[config.mk]
export PLATFORM = sky130hd
export DESIGN_NAME = pipeline_regs_flat
export DESIGN_NICKNAME = d
export VERILOG_FILES = /design/src/rtl/pipeline_pkg.sv /design/src/rtl/pipeline_regs_if.sv /design/src/rtl/hazard_unit.sv /design/src/rtl/pipeline_regs.sv /design/src/flat_wrapper.sv
export SDC_FILE = /design/constraint.sdc
export NUM_CORES = 1
export LEC_CHECK = 0
export BUFFER_PORTS_ARGS = -buffer_cell sky130_fd_sc_hd__buf_2
export CORE_AREA = 2 2 413 415
export CTS_BUF_LIST = sky130_fd_sc_hd__clkbuf_8
export DETAILED_ROUTE_END_ITERATION = 6
export DIE_AREA = 0 0 415 417
export GPL_TIMING_DRIVEN = 0
export HOLD_SLACK_MARGIN = 0.1
export PLACE_DENSITY = 0.35
export SYNTH_ARGS = -nofsm -noshare
export SYNTH_HDL_FRONTEND = slang
export SYNTH_SLANG_ARGS = --single-unit
[constraint.sdc]
create_clock -name clk -period 60.6 [get_ports clk]
set_input_delay 12.12 -clock clk [delete_from_list [all_inputs] [get_ports clk]]
set_output_delay 12.12 -clock clk [all_outputs]
set_load 0.02 [all_outputs]
[src/rtl/pipeline_pkg.sv]
// Shared types and constants for the RV32I inter-stage register bank
// (fetch/decode, decode/execute, execute/memory, memory/writeback).
package pipeline_pkg;

    localparam int XLEN    = 32;
    localparam int RADDR_W = 5;

    localparam logic [1:0] RESULT_ALU = 2'b00;
    localparam logic [1:0] RESULT_MEM = 2'b01;
    localparam logic [1:0] RESULT_PC4 = 2'b10;

    localparam logic [1:0] FWD_REG = 2'b00;
    localparam logic [1:0] FWD_WB  = 2'b01;
    localparam logic [1:0] FWD_MEM = 2'b10;

    typedef struct packed {
        logic [XLEN-1:0] instr;
        logic [XLEN-1:0] PC;
        logic [XLEN-1:0] PCPlus4;
    } fd_t;

    typedef struct packed {
        logic               regWrite;
        logic [1:0]         resultSrc;
        logic               memWrite;
        logic               jump;
        logic [2:0]         branch;
        logic [3:0]         ALUctrl;
        logic               ALUsrc;
        logic [RADDR_W-1:0] Rs1;
        logic [RADDR_W-1:0] Rs2;
        logic [RADDR_W-1:0] Rd;
        logic [XLEN-1:0]    RD1;
        logic [XLEN-1:0]    RD2;
        logic [XLEN-1:0]    ImmExt;
        logic [XLEN-1:0]    PC;
        logic [XLEN-1:0]    PCPlus4;
    } de_t;

    typedef struct packed {
        logic               regWrite;
        logic [1:0]         resultSrc;
        logic               memWrite;
        logic [RADDR_W-1:0] Rd;
        logic [XLEN-1:0]    ALUResult;
        logic [XLEN-1:0]    writeData;
        logic [XLEN-1:0]    PCPlus4;
    } em_t;

    typedef struct packed {
        logic               regWrite;
        logic [1:0]         resultSrc;
        logic [RADDR_W-1:0] Rd;
        logic [XLEN-1:0]    ALUResult;
        logic [XLEN-1:0]    readData;
        logic [XLEN-1:0]    PCPlus4;
    } mw_t;

    localparam fd_t BUBBLE_FD = fd_t'({$bits(fd_t){1'b0}});
    localparam de_t BUBBLE_DE = de_t'({$bits(de_t){1'b0}});
    localparam em_t BUBBLE_EM = em_t'({$bits(em_t){1'b0}});
    localparam mw_t BUBBLE_MW = mw_t'({$bits(mw_t){1'b0}});

    // A stage produces the value read through rs; x0 is never a real producer.
    function automatic logic writes_reg(input logic wr, input logic [RADDR_W-1:0] rd,
                                        input logic [RADDR_W-1:0] rs);
        return wr && (rd != {RADDR_W{1'b0}}) && (rd == rs);
    endfunction

    function automatic logic [1:0] fwd_sel(input logic em_wr, input logic [RADDR_W-1:0] em_rd,
                                           input logic mw_wr, input logic [RADDR_W-1:0] mw_rd,
                                           input logic [RADDR_W-1:0] rs);
        logic [1:0] sel;
        if (writes_reg(em_wr, em_rd, rs)) begin
            sel = FWD_MEM;
        end else if (writes_reg(mw_wr, mw_rd, rs)) begin
            sel = FWD_WB;
        end else begin
            sel = FWD_REG;
        end
        return sel;
    endfunction

endpackage

[src/rtl/pipeline_regs_if.sv]
// Port group carrying the four stage bundles, hazard controls and event counters.
interface pipeline_regs_if #(
    parameter int CNT_W = 32
) ();
    import pipeline_pkg::*;

    fd_t              fd_in;
    fd_t              fd_out;
    de_t              de_in;
    de_t              de_out;
    em_t              em_in;
    em_t              em_out;
    mw_t              mw_in;
    mw_t              mw_out;
    logic             PCsrc_E;
    logic             stall_F;
    logic [1:0]       forwardA_E;
    logic [1:0]       forwardB_E;
    logic [CNT_W-1:0] stall_cnt;
    logic [CNT_W-1:0] flush_cnt;

    modport master (
        output fd_in, de_in, em_in, mw_in, PCsrc_E,
        input  fd_out, de_out, em_out, mw_out, stall_F, forwardA_E, forwardB_E,
               stall_cnt, flush_cnt
    );

    modport slave (
        input  fd_in, de_in, em_in, mw_in, PCsrc_E,
        output fd_out, de_out, em_out, mw_out, stall_F, forwardA_E, forwardB_E,
               stall_cnt, flush_cnt
    );
endinterface

[src/rtl/hazard_unit.sv]
// Stall/flush/forward decisions and saturating event counters.
// FORWARDING_EN selects load-use + forwarding; otherwise RAW dependencies stall.
module hazard_unit
    import pipeline_pkg::*;
#(
    parameter int REG_ADDR_W = 5,
    parameter int CNT_W      = 32
) (
    input  logic                  clk,
    input  logic                  rst,
    input  logic [REG_ADDR_W-1:0] fd_rs1,
    input  logic [REG_ADDR_W-1:0] fd_rs2,
    input  logic [REG_ADDR_W-1:0] de_rs1,
    input  logic [REG_ADDR_W-1:0] de_rs2,
    input  logic [REG_ADDR_W-1:0] de_rd,
    input  logic [1:0]            de_result_src,
    input  logic                  de_reg_write,
    input  logic                  em_reg_write,
    input  logic [REG_ADDR_W-1:0] em_rd,
    input  logic                  mw_reg_write,
    input  logic [REG_ADDR_W-1:0] mw_rd,
    input  logic                  pcsrc,
    output logic                  stall_f,
    output logic                  flush_fd,
    output logic                  bubble_de,
    output logic [1:0]            forward_a,
    output logic [1:0]            forward_b,
    output logic [CNT_W-1:0]      stall_cnt,
    output logic [CNT_W-1:0]      flush_cnt
);

`ifdef FORWARDING_EN
    localparam bit FWD_EN = 1'b1;
`else
    localparam bit FWD_EN = 1'b0;
`endif

    localparam logic [CNT_W-1:0] CNT_MAX = {CNT_W{1'b1}};
    localparam logic [CNT_W-1:0] CNT_ONE = CNT_W'(1);

    logic             load_use_s;
    logic             raw_dep_s;
    logic             hazard_s;
    logic [CNT_W-1:0] stall_cnt_r;
    logic [CNT_W-1:0] flush_cnt_r;

    assign load_use_s = (de_result_src == RESULT_MEM) &&
                        (writes_reg(1'b1, de_rd, fd_rs1) || writes_reg(1'b1, de_rd, fd_rs2));

    // Without forwarding any in-flight producer still ahead of writeback must drain.
    assign raw_dep_s = writes_reg(de_reg_write, de_rd, fd_rs1) ||
                       writes_reg(de_reg_write, de_rd, fd_rs2) ||
                       writes_reg(em_reg_write, em_rd, fd_rs1) ||
                       writes_reg(em_reg_write, em_rd, fd_rs2);

    // Select hazard rule and operand forwarding for the configured build
    always_comb begin
        hazard_s  = 1'b0;
        forward_a = FWD_REG;
        forward_b = FWD_REG;
        if (FWD_EN) begin
            hazard_s  = load_use_s;
            forward_a = fwd_sel(em_reg_write, em_rd, mw_reg_write, mw_rd, de_rs1);
            forward_b = fwd_sel(em_reg_write, em_rd, mw_reg_write, mw_rd, de_rs2);
        end else begin
            hazard_s  = raw_dep_s;
        end
    end

    // A taken branch squashes the wrong path, so it wins over a stall.
    assign stall_f   = hazard_s && !pcsrc;
    assign flush_fd  = pcsrc;
    assign bubble_de = hazard_s || pcsrc;

    // Saturating stall and flush event counters
    always_ff @(posedge clk or posedge rst) begin
        if (rst) begin
            stall_cnt_r <= {CNT_W{1'b0}};
            flush_cnt_r <= {CNT_W{1'b0}};
        end else begin
            if (stall_f && (stall_cnt_r != CNT_MAX)) begin
                stall_cnt_r <= stall_cnt_r + CNT_ONE;
            end
            if (pcsrc && (flush_cnt_r != CNT_MAX)) begin
                flush_cnt_r <= flush_cnt_r + CNT_ONE;
            end
        end
    end

    assign stall_cnt = stall_cnt_r;
    assign flush_cnt = flush_cnt_r;

endmodule

[src/rtl/pipeline_regs.sv]
// Inter-stage register bank for the five-stage RV32I core with hazard control.
// Build option: FORWARDING_EN (see hazard_unit).
module pipeline_regs
    import pipeline_pkg::*;
#(
    parameter int WIDTH      = 32,
    parameter int REG_ADDR_W = 5,
    parameter int CNT_W      = 32
) (
    input  logic          clk,
    input  logic          rst,
    pipeline_regs_if.slave bus
);

    logic [3*WIDTH-1:0] fd_r;
    fd_t                fd_s;
    de_t                de_r;
    em_t                em_r;
    mw_t                mw_r;
    logic               stall_f_s;
    logic               flush_fd_s;
    logic               bubble_de_s;
    logic [CNT_W-1:0]   stall_cnt_s;
    logic [CNT_W-1:0]   flush_cnt_s;

    assign fd_s = fd_t'(fd_r);

    hazard_unit #(
        .REG_ADDR_W (REG_ADDR_W),
        .CNT_W      (CNT_W)
    ) u_hazard (
        .clk           (clk),
        .rst           (rst),
        .fd_rs1        (fd_s.instr[15 +: REG_ADDR_W]),
        .fd_rs2        (fd_s.instr[20 +: REG_ADDR_W]),
        .de_rs1        (de_r.Rs1),
        .de_rs2        (de_r.Rs2),
        .de_rd         (de_r.Rd),
        .de_result_src (de_r.resultSrc),
        .de_reg_write  (de_r.regWrite),
        .em_reg_write  (em_r.regWrite),
        .em_rd         (em_r.Rd),
        .mw_reg_write  (mw_r.regWrite),
        .mw_rd         (mw_r.Rd),
        .pcsrc         (bus.PCsrc_E),
        .stall_f       (stall_f_s),
        .flush_fd      (flush_fd_s),
        .bubble_de     (bubble_de_s),
        .forward_a     (bus.forwardA_E),
        .forward_b     (bus.forwardB_E),
        .stall_cnt     (stall_cnt_s),
        .flush_cnt     (flush_cnt_s)
    );

    // F/D: squashed on a taken branch, frozen while the hazard stall is active
    always_ff @(posedge clk or posedge rst) begin
        if (rst) begin
            fd_r <= {(3*WIDTH){1'b0}};
        end else if (flush_fd_s) begin
            fd_r <= {(3*WIDTH){1'b0}};
        end else if (!stall_f_s) begin
            fd_r <= bus.fd_in;
        end
    end

    // D/E: a bubble replaces the instruction on a stall or flush
    always_ff @(posedge clk or posedge rst) begin
        if (rst) begin
            de_r <= BUBBLE_DE;
        end else if (bubble_de_s) begin
            de_r <= BUBBLE_DE;
        end else begin
            de_r <= bus.de_in;
        end
    end

    // E/M and M/W always advance
    always_ff @(posedge clk or posedge rst) begin
        if (rst) begin
            em_r <= BUBBLE_EM;
            mw_r <= BUBBLE_MW;
        end else begin
            em_r <= bus.em_in;
            mw_r <= bus.mw_in;
        end
    end

    assign bus.fd_out    = fd_s;
    assign bus.de_out    = de_r;
    assign bus.em_out    = em_r;
    assign bus.mw_out    = mw_r;
    assign bus.stall_F   = stall_f_s;
    assign bus.stall_cnt = stall_cnt_s;
    assign bus.flush_cnt = flush_cnt_s;

endmodule
[src/flat_wrapper.sv]
// flat-port wrapper written by rule: the top's interface ports become plain ports
module pipeline_regs_flat import pipeline_pkg::*;
#(
    parameter int WIDTH      = 32,
    parameter int REG_ADDR_W = 5,
    parameter int CNT_W      = 32
)
  (clk, rst, bus_fd_in, bus_de_in, bus_em_in, bus_mw_in, bus_PCsrc_E, bus_fd_out, bus_de_out, bus_em_out, bus_mw_out, bus_stall_F, bus_forwardA_E, bus_forwardB_E, bus_stall_cnt, bus_flush_cnt);
  pipeline_regs_if #(.CNT_W(CNT_W)) bus_i ();
  input  logic clk;
  input  logic rst;
  input wire logic [$bits(bus_i.fd_in)-1:0] bus_fd_in;
  input wire logic [$bits(bus_i.de_in)-1:0] bus_de_in;
  input wire logic [$bits(bus_i.em_in)-1:0] bus_em_in;
  input wire logic [$bits(bus_i.mw_in)-1:0] bus_mw_in;
  input wire logic [$bits(bus_i.PCsrc_E)-1:0] bus_PCsrc_E;
  output wire logic [$bits(bus_i.fd_out)-1:0] bus_fd_out;
  output wire logic [$bits(bus_i.de_out)-1:0] bus_de_out;
  output wire logic [$bits(bus_i.em_out)-1:0] bus_em_out;
  output wire logic [$bits(bus_i.mw_out)-1:0] bus_mw_out;
  output wire logic [$bits(bus_i.stall_F)-1:0] bus_stall_F;
  output wire logic [$bits(bus_i.forwardA_E)-1:0] bus_forwardA_E;
  output wire logic [$bits(bus_i.forwardB_E)-1:0] bus_forwardB_E;
  output wire logic [$bits(bus_i.stall_cnt)-1:0] bus_stall_cnt;
  output wire logic [$bits(bus_i.flush_cnt)-1:0] bus_flush_cnt;
  assign bus_i.fd_in = bus_fd_in;
  assign bus_i.de_in = bus_de_in;
  assign bus_i.em_in = bus_em_in;
  assign bus_i.mw_in = bus_mw_in;
  assign bus_i.PCsrc_E = bus_PCsrc_E;
  assign bus_fd_out = bus_i.fd_out;
  assign bus_de_out = bus_i.de_out;
  assign bus_em_out = bus_i.em_out;
  assign bus_mw_out = bus_i.mw_out;
  assign bus_stall_F = bus_i.stall_F;
  assign bus_forwardA_E = bus_i.forwardA_E;
  assign bus_forwardB_E = bus_i.forwardB_E;
  assign bus_stall_cnt = bus_i.stall_cnt;
  assign bus_flush_cnt = bus_i.flush_cnt;
  pipeline_regs #(.WIDTH(WIDTH), .REG_ADDR_W(REG_ADDR_W), .CNT_W(CNT_W)) u_core (.clk(clk), .rst(rst), .bus(bus_i));
endmodule
# Word-level counts from Yosys, hierarchy flattened
# Cells that the tools add are included.
# word_totals
regBits	557
in_bits	496
out_inout_bits	562
wordCells	59
# op_classes
n_addsub	2
n_eq_ne	7
mux	3
n_reduce_logical	16
# op_table
cell	n
2-to-1 mux 96 bit	2
2-to-1 mux 188 bit	1
adder 32 x 1 -> 32 bit (second input constant)	2
inequality test 32 bit (second input constant)	2
equality test 5 bit	4
nonzero test 5 bit	2
logical AND 1 bit	9
logical OR 1 bit	4
inequality test 2 bit (second input constant)	1
zero test 1 bit	1

# Depth between registers and ports, before layout
# Gate-level depths: netlist of the first run.
# logic_depth
word_depth	9
ltp_mapped	8
ltp_nobuf	7

# Modules after synthesis
# Synthesis of the first run repeated with hierarchy kept, for this count alone.
# hier_totals
cells_unflattened	1251
hier_area_um2	18552.8
# modules_own_cells
module	n_inst	cells_each	area_per_inst_um2	seq_area_each_um2
pipeline_regs	1	917	15120.8	12336.8
hazard_unit	1	334	3432.0	1601.5

# Worst setup path before layout of the first run
# No wires, ideal clock.
# synth_timing
path_type	input -> output
start	in bus_PCsrc_E
end	out bus_stall_F
arrival_time_ps	12978
required_time_ps	48480
slack_ps	35502
stages	4
n_path_buf	2
path_cell_list	or2_2 > o32ai_2 > buf_2 > buf_2
# synth_via
elab_chain_cells	2
# synth_lines
element	line_no	text
from (decl)	flat_wrapper.sv:16	input wire logic [$bits(bus_i.PCsrc_E)-1:0] bus_PCsrc_E;
zero test 1 bit	hazard_unit.sv:71	assign stall_f = hazard_s && !pcsrc;
logical AND 1 bit	hazard_unit.sv:71	
to (decl)	flat_wrapper.sv:21	output wire logic [$bits(bus_i.stall_F)-1:0] bus_stall_F;
# Every way passes these cells.

# Worst setup path after layout of the first run
# Ends and elaborated chain as after synthesis.

==> flow_summary.json, run 1 <==
{
  "status": "finished, violations left",
  "violations": "max-capacitance violations, max-slew violations",
  "synth_edf_count": 0,
  "critPathMaxFanout": 10,
  "io_pins": 1058,
  "post_cts_buffers": 0,
  "drv_slew": 4,
  "routed-via-count": 13800,
  "relSlewSlack_pct": -4.39,
  "viasPerCell": 3.00,
  "synth_adder_area_share_pct": 0.139,
  "r2r_start": "u_core.u_hazard.flush_cnt[9]$_DFFE_PP0P_",
  "nets": 2805,
  "synth_top_area_share_pct": 77.4,
  "fin_ws_ns": 34.56,
  "synthCells": 1138,
  "cp_slowest_cell": "buf_2",
  "tightestPinTransition_ns": 1.55,
  "routedWlPerCell_um": 20.1,
  "cts_buffers": 106,
  "grt_pass1_wl_mm": 125,
  "synth-compound-area-share_pct": 5.30,
  "syn_area_mm2": 0.0180,
  "root_buffer": "clkbuf_8",
  "cp_top_family": "buffers and inverters",
  "yosys.area.top_type": "dfrtp_1",
  "path_class": "in -> out",
  "rr_worst_depth": 6,
  "crit_end": "bus_stall_F",
  "placed_cells": 4417,
  "ys_seq_area_share_pct": 77.4,
  "synth_xor_area_share_pct": 3.84,
  "die-area_mm2": 0.173,
  "rows": 151,
  "ys.flop_type": "dfrtp_1",
  "postRouteAntennaNets": 0,
  "pre_cts_ws_ns": 34.45,
  "cts_buffer_depth": 3,
  "fin_cells": 4606,
  "finalCritPeriodShare_pct": 43.0,
  "end_kind": "output pin",
  "postSynthAreaPerCell_um2": 15.8,
  "port_buffers": 1053,
  "crit_path_frequent_cell": "buf_2",
  "clk_pin_slew_ns": 0.05,
  "areaGrowthSynthToFinish_pct": 57.8,
  "cts_tree": "done",
  "power_density_mw_per_mm2": 32.6,
  "fin_skew_ns": 0.0410,
  "crit_start": "bus_PCsrc_E",
  "dieHeight_um": 417,
  "cts_max_level": 3,
  "placed_area_mm2": 0.0262,
  "drc_errors": 0,
  "hold_path.class": "reg -> reg",
  "hold_buffers": 0,
  "setup_violations": 0,
  "cp.depth": 6,
  "synthSimpleGateAreaFrac_pct": 10.8,
  "grt_max_degree": 114,
  "grt_setup_unrepaired": "false",
  "hold_viol": 0,
  "gp_congestion": 0.833,
  "fin_crit_ns": 26.04,
  "wl_mm": 92.6,
  "die-width_um": 415,
  "hpwlAfterDp_mm": 75.1,
  "clock_sinks": 557,
  "maxCapViolCount": 1,
  "drive_above_1_share_pct": 53.3,
  "timing.rr.end": "u_core.u_hazard.flush_cnt[15]$_DFFE_PP0P_",
  "cpPeakStageDelay_ns": 0.49,
  "ys_async_sr_fraction_pct": 100,
  "critPathLaunchType": "input port",
  "tns_ns": 0,
  "start_util_pct": 10.7,
  "seqCellArea_mm2": 0.0139,
  "multi_input_area_mm2": 0.00365,
  "core_mm2": 0.169,
  "ys_ff_latch": 557,
  "clkLatencyLatePin_ns": 0.81,
  "groute.usage.overall_pct": 10.4,
  "final_area_mm2": 0.0284,
  "vdd_ir_drop_max_v": 0.0000150,
  "muxShareOfSynthArea_pct": 0.125,
  "fmaxAchievable_mhz": 38.4,
  "final_cell_mix": "buf_2 (1069), dfrtp_1 (557), and2_1 (193)",
  "cp_cell_sequence": "buf_2 > or2_2 > o32ai_2 > buf_2 > buf_2 > buf_2",
  "yosys_warnings": 0,
  "grt_antenna_before_repair": 47,
  "drt_iter0_markers": 710,
  "power.leakage_uw": 0.0145,
  "layout_commonest_cell": "buf_2",
  "post_cts_resized": 0,
  "synth_area_leaders": "dfrtp_1 (77%), and2_1 (6.7%), a22o_1 (4.7%), xnor2_1 (2.2%), xor2_1 (1.7%)",
  "drtPass1Iterations": 4,
  "worstPathRequired_ns": 48.48,
  "crit_buf_inv": 4,
  "fillers": 18900,
  "synth_top_family_by_area": "simple AND/OR/NAND/NOR gates",
  "worstPathArrival_ns": 13.92,
  "grt_pass1_vias": 14500,
  "overflow": 0,
  "reg2reg_slack_ns": 57.11,
  "ys_types": 40
}
-- final cells by class --
class	instances	area share, %
Buffer	54	1.41
Timing Repair Buffer	1058	19.0
Clock buffer	133	6.44
Tap cell	2218	9.77
Antenna cell	5	0.0440
Inverter	5	0.0925
Clock inverter	51	1.27
Sequential cell	557	49.1
Multi-Input combinational cell	525	12.9
-- synthesized netlist by cell type, types with 4 or more instances --
cell type	n
dfrtp_1	557
and2_1	193
a22o_1	96
xnor2_1	45
xor2_1	34
nand3_1	25
nand4_1	21
nor2_1	21
and3_1	20
nand2_1	20
buf_2	16
clkbuf_2	16
and4_1	11
buf_8	9
buf_4	7
nor3_1	6
inv_1	5
buf_6	4
-- metal layers --
metal / global-route usage [%] / wire length, um / share of wire [%]
met5: 0 / 51 / 0.055
met4: 3.27 / 2540 / 2.7
met3: 3.36 / 6530 / 7.0
met2: 17.5 / 46000 / 50
met1: 12.5 / 37500 / 40
-- cell families (layout without fill, tap and decap cells) --
kind of cell / after synthesis / in the layout
xor+xnor: 79 / 79
compound gates: 111 / 111
mux: 2 / 2
simple gates: 327 / 327
flops: 557 / 557
fa+ha+maj: 2 / 2
buf+inv: 59 / 1301
other cells: 1 / 9
-- report_power, final --
part           total [uW]  switching, uW  internal [uW]
combinational         127           81.8           45.0
sequential            411           13.9            397
clock                 389            176            214
-- state kept, by name (all words and copies together) (netlist names) --
signal	cells
u_core.bus.de_out	188
u_core.bus.em_out	105
u_core.bus.mw_out	104
u_core.bus.fd_out	96
u_core.u_hazard.flush_cnt	32
u_core.u_hazard.stall_cnt	32
-- through the flow --
| stage | hold WS [ns] | util, % | total power [uW] |
|---|---|---|---|
| final | 0.488 | 16.9 | 927 |
| after global routing | 0.500 | 16.9 | 976 |
| after CTS | 0.490 | 16.8 | 955 |
| after detailed placement | 0.476 | 15.5 | 548 |
| after global placement | 0.477 | 15.5 | 548 |
| after floorplan | 0.589 | - | 477 |
-- how the worst min path moves through the flow --
stage,start,endpoint,depth (start not counted)
finish,u_core.u_hazard.flush_cnt[29]$_DFFE_PP0P_,u_core.u_hazard.flush_cnt[29]$_DFFE_PP0P_,1
global route,u_core.bus.fd_out[22]$_DFFE_PP0P_,u_core.bus.fd_out[22]$_DFFE_PP0P_,1
CTS,u_core.u_hazard.flush_cnt[6]$_DFFE_PP0P_,u_core.u_hazard.flush_cnt[6]$_DFFE_PP0P_,1
detailed placement,u_core.bus.fd_out[57]$_DFFE_PP0P_,u_core.bus.fd_out[57]$_DFFE_PP0P_,1
global placement,u_core.u_hazard.flush_cnt[25]$_DFFE_PP0P_,u_core.u_hazard.flush_cnt[25]$_DFFE_PP0P_,1
floorplan,u_core.u_hazard.flush_cnt[31]$_DFFE_PP0P_,u_core.u_hazard.flush_cnt[31]$_DFFE_PP0P_,1
Note: power is estimated with default switching activity, not from simulation.
==> inputs of run 2 (changes only) <==
--- a/config.mk
+++ b/config.mk
@@ -6,13 +6,13 @@
 export NUM_CORES = 1
 export LEC_CHECK = 0
 export BUFFER_PORTS_ARGS = -buffer_cell sky130_fd_sc_hd__buf_2
-export CORE_AREA = 2 2 413 415
+export CORE_AREA = 2 2 410 412
 export CTS_BUF_LIST = sky130_fd_sc_hd__clkbuf_8
 export DETAILED_ROUTE_END_ITERATION = 6
-export DIE_AREA = 0 0 415 417
+export DIE_AREA = 0 0 412 414
 export GPL_TIMING_DRIVEN = 0
 export HOLD_SLACK_MARGIN = 0.1
-export PLACE_DENSITY = 0.35
+export PLACE_DENSITY = 0.36
 export SYNTH_ARGS = -nofsm -noshare
 export SYNTH_HDL_FRONTEND = slang
 export SYNTH_SLANG_ARGS = --single-unit
==> constraint.sdc (replaced) <==
create_clock -name clk -period 27.3 [get_ports clk]
set_input_delay 5.46 -clock clk [delete_from_list [all_inputs] [get_ports clk]]
set_output_delay 5.46 -clock clk [all_outputs]
set_load 0.02 [all_outputs]
==> run 2 against run 1 <==
Final cell count about the same. Critical path type unchanged. Worst hold slack got worse by 0.0023 ns. Wire length fell by 4.1%. Utilization grew 0.31 points. Die area is 1.4% lower. Global-route usage down 0.27 points. Critical path depth is the same. Sequential share of layout area fell by 0.23 points. Critical endpoint unchanged. First-iteration DRC count increased by 1.4%. The run now ends clean. Worst setup slack got worse by 20 ns. Register-to-register slack worse by 33 ns.
==> flow_summary.json, run 2 (same netlist as run 1, synthesis figures left out) <==
{
  "status": "finished, final reports clean",
  "end_kind": "output pin",
  "cp_slowest_cell": "buf_2",
  "clkLatencyLatePin_ns": 0.84,
  "tightestPinTransition_ns": 0.692,
  "grt_setup_unrepaired": "false",
  "fmaxAchievable_mhz": 78.0,
  "placed_cells": 4403,
  "maxCapViolCount": 0,
  "top_layer_used": "met5",
  "viasPerCell": 3.03,
  "postRouteAntennaNets": 0,
  "p_sw_share_pct": 29.3,
  "grt_pass1_vias": 14700,
  "fin_crit_ns": 12.82,
  "die-width_um": 412,
  "post_cts_resized": 0,
  "hold_buffers": 0,
  "wl_mm": 88.8,
  "post_cts_buffers": 0,
  "groute.usage.overall_pct": 10.1,
  "nets": 2805,
  "dieHeight_um": 414,
  "largest_reg_flops": 188,
  "core_mm2": 0.166,
  "power_density_mw_per_mm2": 73.5,
  "dr_wl_met2_mm": 42.6,
  "comb_power_share_pct": 13.4,
  "cts_buffer_depth": 3,
  "path_class": "in -> out",
  "die-area_mm2": 0.171,
  "clock_sinks": 557,
  "cts_buffers": 106,
  "fin_skew_ns": 0.0484,
  "power_frac_seq_pct": 43.5,
  "vdd_ir_drop_max_v": 0.0000329,
  "clkPwrFrac_pct": 43.1,
  "areaGrowthSynthToFinish_pct": 58.6,
  "finalPower_uw": 2100,
  "worstPathArrival_ns": 7.36,
  "drv_slew": 0,
  "drive_above_1_share_pct": 53.7,
  "routedWlPerCell_um": 19.3,
  "cp_cell_sequence": "buf_2 > or2_2 > o32ai_2 > buf_2 > buf_2 > buf_2",
  "drtPass1Iterations": 4,
  "fin_cells": 4610,
  "relSlewSlack_pct": 53.9,
  "r2r_start": "u_core.bus.em_out[97]$_DFF_PP0_",
  "p_int_uw": 1480,
  "grt_max_degree": 120,
  "clk_pin_slew_ns": 0.06,
  "worstPathRequired_ns": 21.84,
  "fillers": 18600,
  "grt_pass1_wl_mm": 120,
  "setup_violations": 0,
  "drc_errors": 0,
  "start_util_pct": 10.8,
  "critPathMaxFanout": 10,
  "port_buffers": 1053,
  "wl_met1_mm": 36.4,
  "critPathLaunchType": "input port",
  "overflow": 0,
  "final_cell_mix": "buf_2 (1069), dfrtp_1 (557), and2_1 (193)",
  "wl_met3_mm": 6.97,
  "io_pins": 1058,
  "grt_antenna_before_repair": 52,
  "layout_commonest_cell": "buf_2",
  "cts_tree": "done",
  "cpPeakStageDelay_ns": 0.56,
  "rows": 150,
  "tns_ns": 0,
  "hpwlAfterDp_mm": 71.8,
  "crit_start": "bus_PCsrc_E",
  "cts_max_level": 3,
  "power.leakage_uw": 0.0146,
  "switchingPower_uw": 615,
  "gp_congestion": 0.877,
  "hold_viol": 0,
  "min_from": "u_core.u_hazard.flush_cnt[29]$_DFFE_PP0P_",
  "finalCritPeriodShare_pct": 47.0,
  "hold_path.class": "reg -> reg",
  "root_buffer": "clkbuf_8",
  "drt_iter0_markers": 720,
  "crit_path_frequent_cell": "buf_2",
  "routed-via-count": 14000
}
## run 2: cell types whose count changed in the layout (fill, tap and decap cells not counted), sizes merged
cell	previous run	this run
clkinv	7	24
diode	5	11
clkinvlp	4	3
inv	41	37
clkbuf	151	148
bufinv	4	7
## run 2: power by group through the flow
stage | Sequential (uW) | Clock, uW | Combinational (uW)
2_1_floorplan | 990 | 0 | 68.7
3_3_place_gp | 928 | 0 | 289
3_5_place_dp | 926 | 0 | 291
4_1_cts | 912 | 946 | 292
5_1_grt | 918 | 982 | 305
6_report | 912 | 903 | 282
## run 2: path summary, 6_finish.rpt
| path | to | slack (ns) | cells after the start |
|---|---|---|---|
| setup / recovery | bus_stall_F | 14.48 | 6 |
| hold / removal | u_core.u_hazard.flush_cnt[29]$_DFFE_PP0P_ | 0.49 | 1 |
| setup reg to reg | u_core.bus.de_out[164]$_DFF_PP0_ | 24.35 | 7 |
| hold reg to reg | u_core.u_hazard.flush_cnt[29]$_DFFE_PP0P_ | 0.49 | 1 |
| max in group asynchronous | u_core.u_hazard.stall_cnt[18]$_DFFE_PP0P_ | 20.80 | 5 |
| min in group asynchronous | u_core.bus.mw_out[61]$_DFF_PP0_ | 4.65 | 2 |
## run 2: area by class of cell
type	count	area, um2	area share (%)
Antenna cell	11	27.5	0.0964
Clock inverter	66	539	1.89
Sequential cell	557	13900	48.8
Tap cell	2204	2760	9.66
Buffer	54	400	1.40
Inverter	5	26.3	0.0921
Multi-Input combinational cell	525	3650	12.8
Timing Repair Buffer	1058	5410	18.9
Clock buffer	130	1790	6.27
## run 2: critical path, delay by kind of cell
kind                   cells  cell delay [ns]
buffers and inverters      4             1.30
AO/OA/AOI/OAI              1             0.22
AND/OR/NAND/NOR            1             0.34
## run 2: metal layers
metal / vias to the layer above / track usage, %
met2: 704 / 16.7
li1: 6187 / -
met1: 6884 / 12.3
met4: 14 / 3.96
met5: - / 0
met3: 178 / 3.11
## run 2: through the flow
step	utilization [%]	setup WS, ns	cell area (um2)	hold WS [ns]
final	17.2	14.48	28500	0.485
after CTS	17.1	14.27	28500	0.488
after global routing	17.2	14.24	28500	0.505
after global placement	15.7	-1.94	26000	0.475
after floorplan	-	6.26	18000	0.589
after detailed placement	15.7	14.27	26200	0.476
==> inputs of run 3 (changes only) <==
==> constraint.sdc (replaced) <==
create_clock -name clk -period 12.12 [get_ports clk]
set_input_delay 2.424 -clock clk [delete_from_list [all_inputs] [get_ports clk]]
set_output_delay 2.424 -clock clk [all_outputs]
set_load 0.02 [all_outputs]
==> run 3 against run 2 <==
Critical path depth is the same. Final area barely moved. Critical path type unchanged. Final cell count is essentially flat. Largest power group unchanged.
==> flow_summary.json, run 3 (same netlist as run 1, synthesis figures left out) <==
{
  "drt_iter0_markers": 504,
  "gp_congestion": 0.842,
  "busiest_layer": "met2",
  "nets": 2817,
  "cpPeakStageDelay_ns": 0.58,
  "finalCritPeriodShare_pct": 56.9,
  "end_kind": "output pin",
  "hold_buffers": 0,
  "cts_tree": "done",
  "grt_pass1_vias": 14600,
  "power_density_mw_per_mm2": 161,
  "die-width_um": 412,
  "hold_path.class": "reg -> reg",
  "layout_commonest_cell": "buf_2",
  "setup_violations": 0,
  "path_class": "in -> out",
  "tightestPinTransition_ns": 0.703,
  "largest_reg_flops": 188,
  "placed_area_mm2": 0.0264,
  "cp_cell_sequence": "buf_2 > or2_2 > o32ai_2 > buf_2 > buf_2 > buf_2",
  "fin_crit_ns": 6.90,
  "core_mm2": 0.166,
  "clkLatencyLatePin_ns": 0.84,
  "root_buffer": "clkbuf_8",
  "critPathMaxFanout": 11,
  "drc_errors": 0,
  "cts_buffer_depth": 3,
  "areaGrowthSynthToFinish_pct": 58.5,
  "fmaxAchievable_mhz": 145,
  "use_met3_pct": 3.22,
  "fin_cells": 4611,
  "viasPerCell": 3.03,
  "routedWlPerCell_um": 19.5,
  "maxCapViolCount": 0,
  "routed-via-count": 14000,
  "groute.usage.overall_pct": 10.2,
  "worstPathArrival_ns": 4.47,
  "crit_path_frequent_cell": "buf_2",
  "port_buffers": 1053,
  "postRouteAntennaNets": 0,
  "start_util_pct": 10.8,
  "power.leakage_uw": 0.0146,
  "post_cts_resized": 0,
  "grt_setup_unrepaired": "false",
  "die-area_mm2": 0.171,
  "drive_above_1_share_pct": 53.6,
  "grt_max_degree": 41,
  "cts_max_level": 3,
  "status": "finished, final reports clean",
  "cp_slowest_cell": "buf_2",
  "hold_viol": 0,
  "grt_util_met1_pct": 12.2,
  "vdd_ir_drop_max_v": 0.0000824,
  "wl_mm": 89.8,
  "post_cts_buffers": 0,
  "relSlewSlack_pct": 53.1,
  "hpwlAfterDp_mm": 73.0,
  "cts_buffers": 107,
  "finalPower_uw": 4590,
  "critPathLaunchType": "input port",
  "rows": 150,
  "clk_pin_slew_ns": 0.06,
  "worstPathRequired_ns": 9.70,
  "final_area_mm2": 0.0285,
  "grt_antenna_before_repair": 61,
  "io_pins": 1058,
  "drtPass1Iterations": 4,
  "dieHeight_um": 414,
  "placed_cells": 4414,
  "final_cell_mix": "buf_2 (1069), dfrtp_1 (557), and2_1 (193)",
  "clock_sinks": 557,
  "fin_skew_ns": 0.0675,
  "overflow": 0,
  "use_met2_pct": 17.1,
  "drv_slew": 0,
  "tns_ns": 0,
  "grt_pass1_wl_mm": 121
}
run 3: where the power goes:
part / internal, uW / leakage (uW) / switching [uW]
Clock: 1030 / 0.00121 / 868
Sequential: 1980 / 0.00699 / 69.7
Combinational: 231 / 0.00640 / 414
Total: 3240 / 0.0146 / 1350
run 3: area by class of cell:
cell class                 count  area [um2]
inverter                       5        22.5
fill                       18600      138000
multi-input combinational    525        3650
tap                         2204        2760
clock buffer                 133        1830
antenna                       13        32.5
buffer                        54         400
timing repair buffer        1069        5590
sequential                   557       13900
clock inverter                51         309
run 3: per-layer routing:
metal,up-vias,share of wire [%]
met1,6863,41
met3,205,7.5
met2,698,48
met5,-,0.15
li1,6203,-
met4,20,2.9
run 3: stage by stage:
step	setup WS, ns	hold slack, ns	utilization (%)
3_3_place_gp	-2.37	0.473	15.7
3_5_place_dp	4.94	0.472	15.9
5_1_grt	4.93	0.504	17.1
6_report	5.22	0.482	17.2
4_1_cts	4.93	0.485	17.1
2_1_floorplan	2.11	0.589	-
run 3: path summary, 6_finish.rpt:
| kind | cells after the start | to | startpoint | slack, ns |
|---|---|---|---|---|
| worst max-delay path | 6 | bus_stall_F | bus_PCsrc_E | 5.22 |
| worst min-delay path | 1 | u_core.u_hazard.flush_cnt[6]$_DFFE_PP0P_ | u_core.u_hazard.flush_cnt[6]$_DFFE_PP0P_ | 0.48 |
| worst max register to register | 8 | u_core.u_hazard.stall_cnt[5]$_DFFE_PP0P_ | u_core.bus.em_out[96]$_DFF_PP0_ | 9.16 |
| worst min register to register | 1 | u_core.u_hazard.flush_cnt[6]$_DFFE_PP0P_ | u_core.u_hazard.flush_cnt[6]$_DFFE_PP0P_ | 0.48 |
| max in group asynchronous | 10 | u_core.bus.mw_out[34]$_DFF_PP0_ | rst | 7.88 |
| min in group asynchronous | 2 | u_core.bus.em_out[6]$_DFF_PP0_ | rst | 1.71 |
run 3: worst max-delay path: cells and delay by family:
kind,cells,cell delay (ns)
and+or+nand+nor,1,0.35
AOI/OAI and AO/OA,1,0.27
buffers and inverters,4,1.36
